===== config.mk =====
export PLATFORM = sky130hd
export DESIGN_NAME = pc_fetch_unit_flat
export DESIGN_NICKNAME = d
export VERILOG_FILES = /design/src/rtl/cpu_pkg.sv /design/src/rtl/pc_fetch_unit_if.sv /design/src/rtl/pc_register.sv /design/src/rtl/pc_fetch_unit.sv /design/src/flat_wrapper.sv
export SDC_FILE = /design/constraint.sdc
export NUM_CORES = 1
export LEC_CHECK = 0
export CAP_MARGIN = 0
export CORE_MARGIN = 4
export CORE_UTILIZATION = 56
export DETAILED_ROUTE_END_ITERATION = 12
export DONT_BUFFER_PORTS = 1
export GPL_TIMING_DRIVEN = 0
export PLACE_DENSITY = 0.71
export SLEW_MARGIN = 40
export SYNTH_ARGS = -nofsm -noshare
export SYNTH_HDL_FRONTEND = slang
export SYNTH_HIERARCHICAL = 1
export SYNTH_SLANG_ARGS = --single-unit
export TNS_END_PERCENT = 5

===== constraint.sdc =====
create_clock -name Clk -period 3.5 [get_ports Clk]
set_input_delay 0.875 -clock Clk [delete_from_list [all_inputs] [get_ports Clk]]
set_output_delay 0.875 -clock Clk [all_outputs]
set_load 0.05 [all_outputs]

===== src/rtl/cpu_pkg.sv =====
// -----------------------------------------------------------------------------
// cpu_pkg
// Shared definitions for the small 8-bit-instruction CPU:
//   - instruction / PC / data widths
//   - opcode constants (upper nibble of an instruction word)
//   - fetch-unit FSM state encoding
//   - pcIncr(): next sequential PC, wrapping 15 -> 0
// -----------------------------------------------------------------------------
package cpu_pkg;

   localparam int INSTR_W = 8;
   localparam int PC_W    = 4;
   localparam int DATA_W  = 4;

   localparam logic [3:0] OP_NOP  = 4'b0000;
   localparam logic [3:0] OP_ADD  = 4'b0001;
   localparam logic [3:0] OP_SUB  = 4'b0010;
   localparam logic [3:0] OP_AND  = 4'b0011;
   localparam logic [3:0] OP_OR   = 4'b0100;
   localparam logic [3:0] OP_XOR  = 4'b0101;
   localparam logic [3:0] OP_NOT  = 4'b0110;
   localparam logic [3:0] OP_SHL  = 4'b0111;
   localparam logic [3:0] OP_SHR  = 4'b1000;
   localparam logic [3:0] OP_LDI  = 4'b1001;
   localparam logic [3:0] OP_LD   = 4'b1010;
   localparam logic [3:0] OP_ST   = 4'b1011;
   localparam logic [3:0] OP_MOV  = 4'b1100;
   localparam logic [3:0] OP_JMP  = 4'b1101;
   localparam logic [3:0] OP_JZ   = 4'b1110;
   localparam logic [3:0] OP_HALT = 4'b1111;

   typedef enum logic [1:0] {
      IDLE  = 2'd0,
      FETCH = 2'd1,
      FULL  = 2'd2
   } fetchState_e;

   // Sequential PC; the 4-bit result wraps 15 -> 0 on its own.
   function automatic logic [PC_W-1:0] pcIncr(input logic [PC_W-1:0] pc);
      return pc + 1'b1;
   endfunction

endpackage


===== src/rtl/pc_fetch_unit_if.sv =====
// -----------------------------------------------------------------------------
// pc_fetch_unit_if
// Instruction-ROM read bus between the fetch unit and the ROM.
//   MemReq   : read request, held high while a read is outstanding
//   MemAddr  : read address, stable for the whole request
//   MemValid : one-cycle response strobe
//   MemData  : instruction word, valid in the MemValid cycle
// Modports: master = fetch unit, slave = ROM.
// -----------------------------------------------------------------------------
interface pc_fetch_unit_if;
   import cpu_pkg::*;

   logic               MemReq;
   logic [PC_W-1:0]    MemAddr;
   logic               MemValid;
   logic [INSTR_W-1:0] MemData;

   modport master (output MemReq, MemAddr, input MemValid, MemData);
   modport slave  (input MemReq, MemAddr, output MemValid, MemData);

endinterface


===== src/rtl/pc_register.sv =====
// -----------------------------------------------------------------------------
// pc_register
// Program counter and its next-PC mux.
//   Clk, CLB        : clock, asynchronous active-low reset (PC -> 0)
//   IncPC, LoadPC   : update strobes; LoadPC has priority
//   SelPC           : jump-target select, 1 = immTarget, 0 = regTarget
//   immTarget       : IR operand field
//   regTarget       : register-file value
//   PC              : current program counter
//   pcNext          : value PC takes at the coming edge
// -----------------------------------------------------------------------------
module pc_register
   import cpu_pkg::*;
(
   input  logic              Clk,
   input  logic              CLB,
   input  logic              IncPC,
   input  logic              LoadPC,
   input  logic              SelPC,
   input  logic [DATA_W-1:0] immTarget,
   input  logic [DATA_W-1:0] regTarget,
   output logic [PC_W-1:0]   PC,
   output logic [PC_W-1:0]   pcNext
);

   always_comb begin
      pcNext = PC;
      if (LoadPC) begin
         pcNext = SelPC ? immTarget : regTarget;
      end else if (IncPC) begin
         pcNext = pcIncr(PC);
      end
   end

   always_ff @(posedge Clk or negedge CLB) begin
      if (!CLB) begin
         PC <= '0;
      end else begin
         PC <= pcNext;
      end
   end

endmodule


===== src/rtl/pc_fetch_unit.sv =====
// -----------------------------------------------------------------------------
// pc_fetch_unit
// Holds the PC, prefetches the instruction at the fetch address into a
// one-entry tagged buffer and transfers it into IR on controller request.
//   Clk, CLB          : clock, asynchronous active-low reset
//   LoadIR            : request IR <= instruction at PC
//   IncPC, LoadPC     : PC update strobes (LoadPC wins)
//   SelPC             : jump target, 1 = IR operand, 0 = RegData
//   RegData           : register-file jump target
//   memBus            : instruction-ROM read bus (master side)
//   Opcode, Operand   : IR[7:4] / IR[3:0], forced to 0 while IRValid = 0
//   PC                : current program counter
//   IRValid           : IR holds a fetched instruction
// -----------------------------------------------------------------------------
module pc_fetch_unit
   import cpu_pkg::*;
(
   input  logic                    Clk,
   input  logic                    CLB,
   input  logic                    LoadIR,
   input  logic                    IncPC,
   input  logic                    LoadPC,
   input  logic                    SelPC,
   input  logic [DATA_W-1:0]       RegData,
   pc_fetch_unit_if.master         memBus,
   output logic [3:0]              Opcode,
   output logic [3:0]              Operand,
   output logic [PC_W-1:0]         PC,
   output logic                    IRValid
);

   fetchState_e        state, stateNxt;
   logic [INSTR_W-1:0] ir;
   logic               irValid;
   logic [INSTR_W-1:0] bufData;
   logic [PC_W-1:0]    bufTag;
   logic               bufValid;
   logic               pending, pendingNxt;
   logic [PC_W-1:0]    loadAddr, loadAddrNxt;
   logic [PC_W-1:0]    reqAddr;
   logic [PC_W-1:0]    pcNext;
   logic [PC_W-1:0]    fetchAddr, fetchAddrNxt;
   logic               hit, irHit, fillOk;
   logic               irFromBuf, irFromMem;
   logic               launch, bufWrite, bufClear;

   pc_register uPc (
      .Clk       (Clk),
      .CLB       (CLB),
      .IncPC     (IncPC),
      .LoadPC    (LoadPC),
      .SelPC     (SelPC),
      .immTarget (ir[3:0]),
      .regTarget (RegData),
      .PC        (PC),
      .pcNext    (pcNext)
   );

   // An outstanding IR load redirects fetching to the address it asked for.
   assign fetchAddr = pending ? loadAddr : PC;
   assign hit       = bufValid && (bufTag == fetchAddr);
   // A new LoadIR always wants the pre-update PC, even while another is pending.
   assign irHit     = bufValid && (bufTag == PC);
   // Response is usable only if the address it was issued for is still wanted.
   assign fillOk    = (state == FETCH) && memBus.MemValid && (reqAddr == fetchAddr);

   // IR source selection; the newest LoadIR replaces any pending one.
   always_comb begin
      irFromBuf   = 1'b0;
      irFromMem   = 1'b0;
      pendingNxt  = pending;
      loadAddrNxt = loadAddr;
      if (LoadIR) begin
         if (irHit) begin
            irFromBuf = 1'b1;
         end else if (fillOk && (reqAddr == PC)) begin
            // Response for PC arrives on the request edge: take it directly.
            irFromMem = 1'b1;
         end else begin
            pendingNxt  = 1'b1;
            loadAddrNxt = PC;
         end
      end else if (pending) begin
         if (hit) begin
            irFromBuf = 1'b1;
         end else if (fillOk) begin
            irFromMem = 1'b1;
         end
      end
      if (irFromBuf || irFromMem) begin
         pendingNxt = 1'b0;
      end
   end

   // Prefetch FSM; launch re-latches the request address for the next FETCH cycle.
   always_comb begin
      stateNxt = state;
      launch   = 1'b0;
      bufWrite = 1'b0;
      bufClear = 1'b0;
      case (state)
         IDLE: begin
            stateNxt = FETCH;
            launch   = 1'b1;
         end
         FETCH: begin
            if (memBus.MemValid) begin
               if (fillOk && !irFromMem) begin
                  bufWrite = 1'b1;
                  stateNxt = FULL;
               end else begin
                  // Stale data, or data already consumed by IR: ask again.
                  launch = 1'b1;
               end
            end
         end
         FULL: begin
            if (irFromBuf || !hit) begin
               bufClear = 1'b1;
               stateNxt = FETCH;
               launch   = 1'b1;
            end
         end
         default: begin
            stateNxt = IDLE;
         end
      endcase
      fetchAddrNxt = pendingNxt ? loadAddrNxt : pcNext;
   end

   always_ff @(posedge Clk or negedge CLB) begin
      if (!CLB) begin
         state    <= IDLE;
         reqAddr  <= '0;
         ir       <= '0;
         irValid  <= 1'b0;
         bufData  <= '0;
         bufTag   <= '0;
         bufValid <= 1'b0;
         pending  <= 1'b0;
         loadAddr <= '0;
      end else begin
         state    <= stateNxt;
         pending  <= pendingNxt;
         loadAddr <= loadAddrNxt;
         if (launch) begin
            reqAddr <= fetchAddrNxt;
         end
         if (irFromBuf) begin
            ir      <= bufData;
            irValid <= 1'b1;
         end else if (irFromMem) begin
            ir      <= memBus.MemData;
            irValid <= 1'b1;
         end else if (LoadIR) begin
            irValid <= 1'b0;
         end
         if (bufWrite) begin
            bufValid <= 1'b1;
            bufTag   <= reqAddr;
            bufData  <= memBus.MemData;
         end else if (bufClear || irFromBuf) begin
            bufValid <= 1'b0;
         end
      end
   end

   assign memBus.MemReq  = (state == FETCH);
   assign memBus.MemAddr = reqAddr;
   assign IRValid        = irValid;
   assign Opcode         = irValid ? ir[7:4] : 4'b0000;
   assign Operand        = irValid ? ir[3:0] : 4'b0000;

endmodule


===== src/flat_wrapper.sv =====
// flat-port wrapper written by rule: the top's interface ports become plain ports
module pc_fetch_unit_flat import cpu_pkg::*;
  (Clk, CLB, LoadIR, IncPC, LoadPC, SelPC, RegData, Opcode, Operand, PC, IRValid, memBus_MemReq, memBus_MemAddr, memBus_MemValid, memBus_MemData);
  pc_fetch_unit_if memBus_i ();
  input  logic Clk;
  input  logic CLB;
  input  logic LoadIR;
  input  logic IncPC;
  input  logic LoadPC;
  input  logic SelPC;
  input  logic [DATA_W-1:0] RegData;
  output logic [3:0] Opcode;
  output logic [3:0] Operand;
  output logic [PC_W-1:0] PC;
  output logic IRValid;
  output wire logic [$bits(memBus_i.MemReq)-1:0] memBus_MemReq;
  output wire logic [$bits(memBus_i.MemAddr)-1:0] memBus_MemAddr;
  input wire logic [$bits(memBus_i.MemValid)-1:0] memBus_MemValid;
  input wire logic [$bits(memBus_i.MemData)-1:0] memBus_MemData;
  assign memBus_MemReq = memBus_i.MemReq;
  assign memBus_MemAddr = memBus_i.MemAddr;
  assign memBus_i.MemValid = memBus_MemValid;
  assign memBus_i.MemData = memBus_MemData;
  pc_fetch_unit u_core (.Clk(Clk), .CLB(CLB), .LoadIR(LoadIR), .IncPC(IncPC), .LoadPC(LoadPC), .SelPC(SelPC), .RegData(RegData), .memBus(memBus_i), .Opcode(Opcode), .Operand(Operand), .PC(PC), .IRValid(IRValid));
endmodule

Word level (Yosys, flattened, before mapping)
Cells that the tools add are included.
{ "word_totals": {"reg_bits": 37, "in_bits": 19, "out_inout_bits": 18} }
{ "classes": {"add_sub_neg": 1, "eq_ne": 9, "n_mux": 43, "n_reduce_logical": 16} }
{ "ops": {"columns": ["op", "n"], "rows": [
  ["two-way mux 4 bit", 10],
  ["two-way mux 1 bit", 26],
  ["== test 4 bit", 4],
  ["two-way mux 8 bit", 2],
  ["logical AND 1 bit", 6],
  ["two-way mux 2 bit", 3],
  ["!= test 2 x 1 -> 1 bit (second input constant)", 3],
  ["case mux 2 bit (3 select lines)", 1],
  ["adder 4 x 1 -> 4 bit (second input constant)", 1],
  ["nonzero test 2 bit", 2],
  ["logical OR 1 bit", 3],
  ["case mux 1 bit (3 select lines)", 1],
  ["AND reduction 3 bit", 1],
  ["nonzero test 3 bit", 1],
  ["== test 2 x 1 -> 1 bit (second input constant)", 1],
  ["== test 2 bit (second input constant)", 1],
  ["logical NOT 1 bit", 2],
  ["logical NOT 2 bit", 1]
]} }

Logic depth before layout (Yosys ltp)
{ "logic_depth": {"depth_word": 13, "depth_mapped": 8, "ltp_nobuf": 6} }

Modules after synthesis
The synthesis kept the hierarchy.
{ "by_module_without_submodules": {"columns": ["module", "instances", "cells_each", "area_each_um2"], "rows": [
  ["pc_fetch_unit", 1, 213, 2100.8],
  ["pc_register", 1, 23, 245.2]
]} }

Least setup slack after synthesis
OpenSTA, ideal clock, no wires.
{ "synth_timing": {"kind": "register -> register", "from": "register u_core.uPc.PC[0]", "to": "register u_core.ir[0]", "setup_time_ns": 0.127, "t_arrival_ns": 2.184, "slack_ns": 1.188, "path_stages_with_launch": 8, "n_path_buf": 1, "cell_sequence": "dfrtp_1 -> xor2_1 -> nor4_4 -> inv_2 -> o22ai_2 -> a21o_1 -> buf_4 -> a31oi_1"} }
{ "synth_via": {"elab_chain_len": 8} }
{ "synth_lines": {"columns": ["item", "line", "source"], "rows": [
  ["start, declared", "pc_register.sv:22", "output logic [PC_W-1:0] PC,"],
  ["start signal, assigned", "pc_register.sv:39", "PC <= pcNext;"],
  ["two-way mux 4 bit", "pc_fetch_unit.sv:60", "assign fetchAddr = pending ? loadAddr : PC;"],
  ["== test 4 bit", "pc_fetch_unit.sv:65", "assign fillOk = (state == FETCH) && memBus.MemValid && (reqAddr == fetchAddr);"],
  ["logical AND 1 bit", "pc_fetch_unit.sv:65", null],
  ["two-way mux 1 bit or logical AND 1 bit (tied branches)", "pc_fetch_unit.sv:86, pc_fetch_unit.sv:76", null],
  ["two-way mux 1 bit (on tied branches)", "pc_fetch_unit.sv:84, pc_fetch_unit.sv:76", null],
  ["two-way mux 1 bit (on tied branches)", "pc_fetch_unit.sv:83, pc_fetch_unit.sv:74", null],
  ["two-way mux 1 bit", "pc_fetch_unit.sv:73", "if (LoadIR) begin"],
  ["nonzero test 2 bit (no line)", null, null],
  ["end signal, assigned", "pc_fetch_unit.sv:150", "ir <= bufData;"],
  ["end signal, assigned", "pc_fetch_unit.sv:153", "ir <= memBus.MemData;"],
  ["end, declared", "pc_fetch_unit.sv:33", "logic [INSTR_W-1:0] ir;"]
]} }
Several ways; a longest one is shown, not always the timed one.
A chain may end at the register's enable or synchronous reset.

Final worst setup path
{ "layout_timing": {"from": "register u_core.uPc.PC[1]", "to": "register u_core.bufData[3]"} }
{ "layout_via": {"elab_chain_len": 12} }
{ "layout_lines": {"columns": ["item", "line", "source"], "rows": [
  ["two-way mux 4 bit", "pc_fetch_unit.sv:60", null],
  ["== test 4 bit", "pc_fetch_unit.sv:65", null],
  ["logical AND 1 bit", "pc_fetch_unit.sv:65", null],
  ["two-way mux 1 bit or logical AND 1 bit (tied branches)", "pc_fetch_unit.sv:86, pc_fetch_unit.sv:76", null],
  ["two-way mux 1 bit (on tied branches)", "pc_fetch_unit.sv:84, pc_fetch_unit.sv:76", null],
  ["two-way mux 1 bit (on tied branches)", "pc_fetch_unit.sv:83, pc_fetch_unit.sv:74", null],
  ["two-way mux 1 bit", "pc_fetch_unit.sv:73", null],
  ["logical NOT 1 bit", "pc_fetch_unit.sv:108", "if (fillOk && !irFromMem) begin"],
  ["logical AND 1 bit (*)", "pc_fetch_unit.sv:108", null],
  ["two-way mux 1 bit (*)", "pc_fetch_unit.sv:108", null],
  ["two-way mux 1 bit (*)", "pc_fetch_unit.sv:107", "if (memBus.MemValid) begin"],
  ["two-way mux 1 bit (*)", "pc_fetch_unit.sv:101", "case (state)"],
  ["end signal, assigned", "pc_fetch_unit.sv:161", "bufData <= memBus.MemData;"],
  ["end, declared", "pc_fetch_unit.sv:35", "logic [INSTR_W-1:0] bufData;"]
]} }
Mark *: on every way between the ends. The rest lies on a longest branch, timed or not.

==> results_dict.tcl <==
set metrics [dict create \
    avgViaCountPerCell 6.23 \
    synth_seq_cells 37 \
    rrSetupSlack_ps 710 \
    coreArea_sq_um 4030 \
    avgRoutedWirePerCell_microns 19.1 \
    grt_pass1_wl_mm 9.14 \
    fin_crit_sh 0.798 \
    cts_sinks 37 \
    worstReg2RegEnd "u_core/bufData[3]" \
    routabilityCongestion 0.849 \
    fin_nets 263 \
    drt-initial-drc-count 146 \
    die_w_microns 72.7 \
    cp-end-kind "flip-flop" \
    syn_area_sq_um 2350 \
    cts_root_buf "clkbuf_8" \
    yosysUniqueCellTypes 50 \
    synth_top_family_by_area "compound AO/OA/AOI/OAI gates" \
    finalSetupViolations 0 \
    setup_ws_ps 707 \
    layout_commonest_cell "nand2_1" \
    yosys.area_share.simple 0.196 \
    cp_max_fo 10 \
    final_cell_mix "nand2_1, dfrtp_1, a211oi_1, xor2_1, o21ai_0" \
    syn_nets 256 \
    synth_mux_area_frac 0.0704 \
    synth_xor_area_frac 0.0635 \
    power_leakage_uw 0.00107 \
    tightestPinTransition_ps 825 \
    ys_warn_count 6 \
    vdd_drop_max_mv 0.522 \
    cts_setup_buffers 0 \
    synthAdderAreaFrac 0.00533 \
    grtUsageTotal 0.227 \
    crit_arrival_ps 2960 \
    drt_first_pass_iters 4 \
    synth-seq-area-share 0.395 \
    synth_compound_area_frac 0.232 \
    multiInputGateArea_sq_um 1330 \
    dpl.hpwl_mm 4.12 \
    ff2ff_path_depth 7 \
    start_kind "flip-flop" \
    area_growth_pct 6.61 \
    critPathKind "reg2reg" \
    grt_pass1_vias 1810 \
    maxSlewHeadroom 0.450 \
    ys.flop_type "dfrtp_1" \
    register_area_sq_um 926 \
    rsz0062_at_grt "no" \
    clk_path_buf_depth 2 \
    grt_overflow 0 \
    rows 23 \
    finalWirelength_mm 5.59 \
    n_fill_cell 354 \
    dr_total_vias 1826 \
    setup_tns_ps 0 \
    period_needed_ps 2790 \
    skew_ps 5.28 \
    hp-class "in2async" \
    final_util 0.621 \
    drv_slew 0 \
    cts_buffers 5 \
    clock_latency_ps 290 \
    drive_above_1_share 0.160 \
    crit_start "u_core/uPc/PC[1]" \
    place_ws_ps 760 \
    cts_tree "yes" \
    power_density_nw_per_um2 889 \
    fmax_ghz 0.358 \
    synth_edf_count 0 \
    port_buffers 0 \
    cts_resized 0 \
    status "finished, final reports clean" \
    grt_max_degree 38 \
    htree_levels 2 \
    antenna_found_initial 0 \
    io_pins 37 \
    drc 0 \
    maxCapViolCount 0 \
    cp.required_ps 3660 \
    async_reset_ff_frac 1.00 \
    worstReg2RegStart "u_core/uPc/PC[1]" \
    die_area_sq_um 5290 \
    cts_hold_buf 0 \
    clk_pin_slew_ps 70 \
    syn_inst 236 \
    die_h_microns 72.7 \
    ant_nets 0 \
    hold_violations 0 \
    start_util 0.582 \
    syn_avg_cell_area_sq_um 9.94 \
    power_uw 2220 \
    diodes 0 \
]
==> sequential cells by signal, summed over array words and instances (netlist names) <==
signal                 flops
u_core/loadAddr            4
u_core/uPc/PC              4
u_core/state               2
u_core/bufData             8
u_core/ir                  8
u_core/bufValid            1
u_core/bufTag              4
u_core/memBus.MemAddr      4
u_core/IRValid             1
u_core/pending             1
==> synthesized netlist by cell type, types with 2 or more instances <==
| cell type | count | area (sq um) |
|---|---|---|
| xnor2_1 | 4 | 35.0 |
| o211ai_1 | 4 | 30.0 |
| o21ai_0 | 11 | 55.1 |
| a21o_1 | 3 | 22.5 |
| o31ai_1 | 2 | 15.0 |
| mux2i_1 | 7 | 70.1 |
| nand3_1 | 10 | 50.1 |
| clkbuf_1 | 3 | 11.3 |
| nor2_1 | 3 | 11.3 |
| nor2b_1 | 2 | 12.5 |
| dfrtp_1 | 37 | 926 |
| mux2i_4 | 3 | 67.6 |
| nor3_1 | 6 | 30.0 |
| inv_1 | 6 | 22.5 |
| nand2_1 | 44 | 165 |
| o211a_1 | 4 | 40.0 |
| mux2i_2 | 2 | 27.5 |
| a21oi_2 | 2 | 17.5 |
| and2_1 | 8 | 50.1 |
| xor2_1 | 13 | 114 |
| or2_2 | 3 | 18.8 |
| buf_6 | 3 | 33.8 |
| o31ai_2 | 3 | 37.5 |
| a31oi_1 | 8 | 50.1 |
| a21oi_1 | 3 | 15.0 |
| and4_1 | 2 | 17.5 |
| a211oi_1 | 17 | 128 |
==> power by group <==
part	switching, uW	total, uW	internal, uW
clock network	144	299	155
logic	565	935	371
registers	386	988	602
total	1090	2220	1130
==> cells by family (layout without fill, tap and decap cells) <==
group,count (synthesis),in the layout
compound gates,66,66
xor+xnor,17,17
fa+ha+maj,1,1
buf+inv,16,23
flops,37,37
mux,12,12
simple gates,87,87
==> worst max path at each step <==
stage	depth (start not counted)	slack (ps)	endpoint
6_report	7	710	u_core/bufData[3]
2_1_floorplan	7	1190	u_core/ir[0]
3_3_place_gp	6	780	u_core/memBus.MemAddr[2]
4_1_cts	6	730	u_core/memBus.MemAddr[2]
3_5_place_dp	6	760	u_core/memBus.MemAddr[2]
5_1_grt	6	450	u_core/memBus.MemAddr[2]
==> critical path: stages (launching register included) <==
cell and delay (ps):
dfrtp_1 660, xnor2_1 470, nand2_1 170, o21ai_1 640, o221ai_2 290, buf_2 250, nand2_1 90, nand2_1 90
==> routing by layer <==
metal | track usage | wire (microns)
met1 | 0.323 | 2510
met2 | 0.352 | 2620
met5 | 0 | 0
met3 | 0.0551 | 409
met4 | 0.0512 | 53
==> stage by stage <==
step,instances,cell area (sq um),hold slack (ps)
after floorplan,236,2350,445
after global placement,286,2410,458
after detailed placement,286,2410,462
after CTS,293,2500,270
after global routing,293,2500,266
final,293,2500,279
==> layout make-up <==
class	count	share of cell area
tap	50	0.0250
sequential	37	0.370
clock inverter	1	0.00300
inverter	7	0.0105
multi-input combinational	183	0.533
clock buffer	6	0.0330
buffer	9	0.0250
Power figures use the tool's default switching activity.
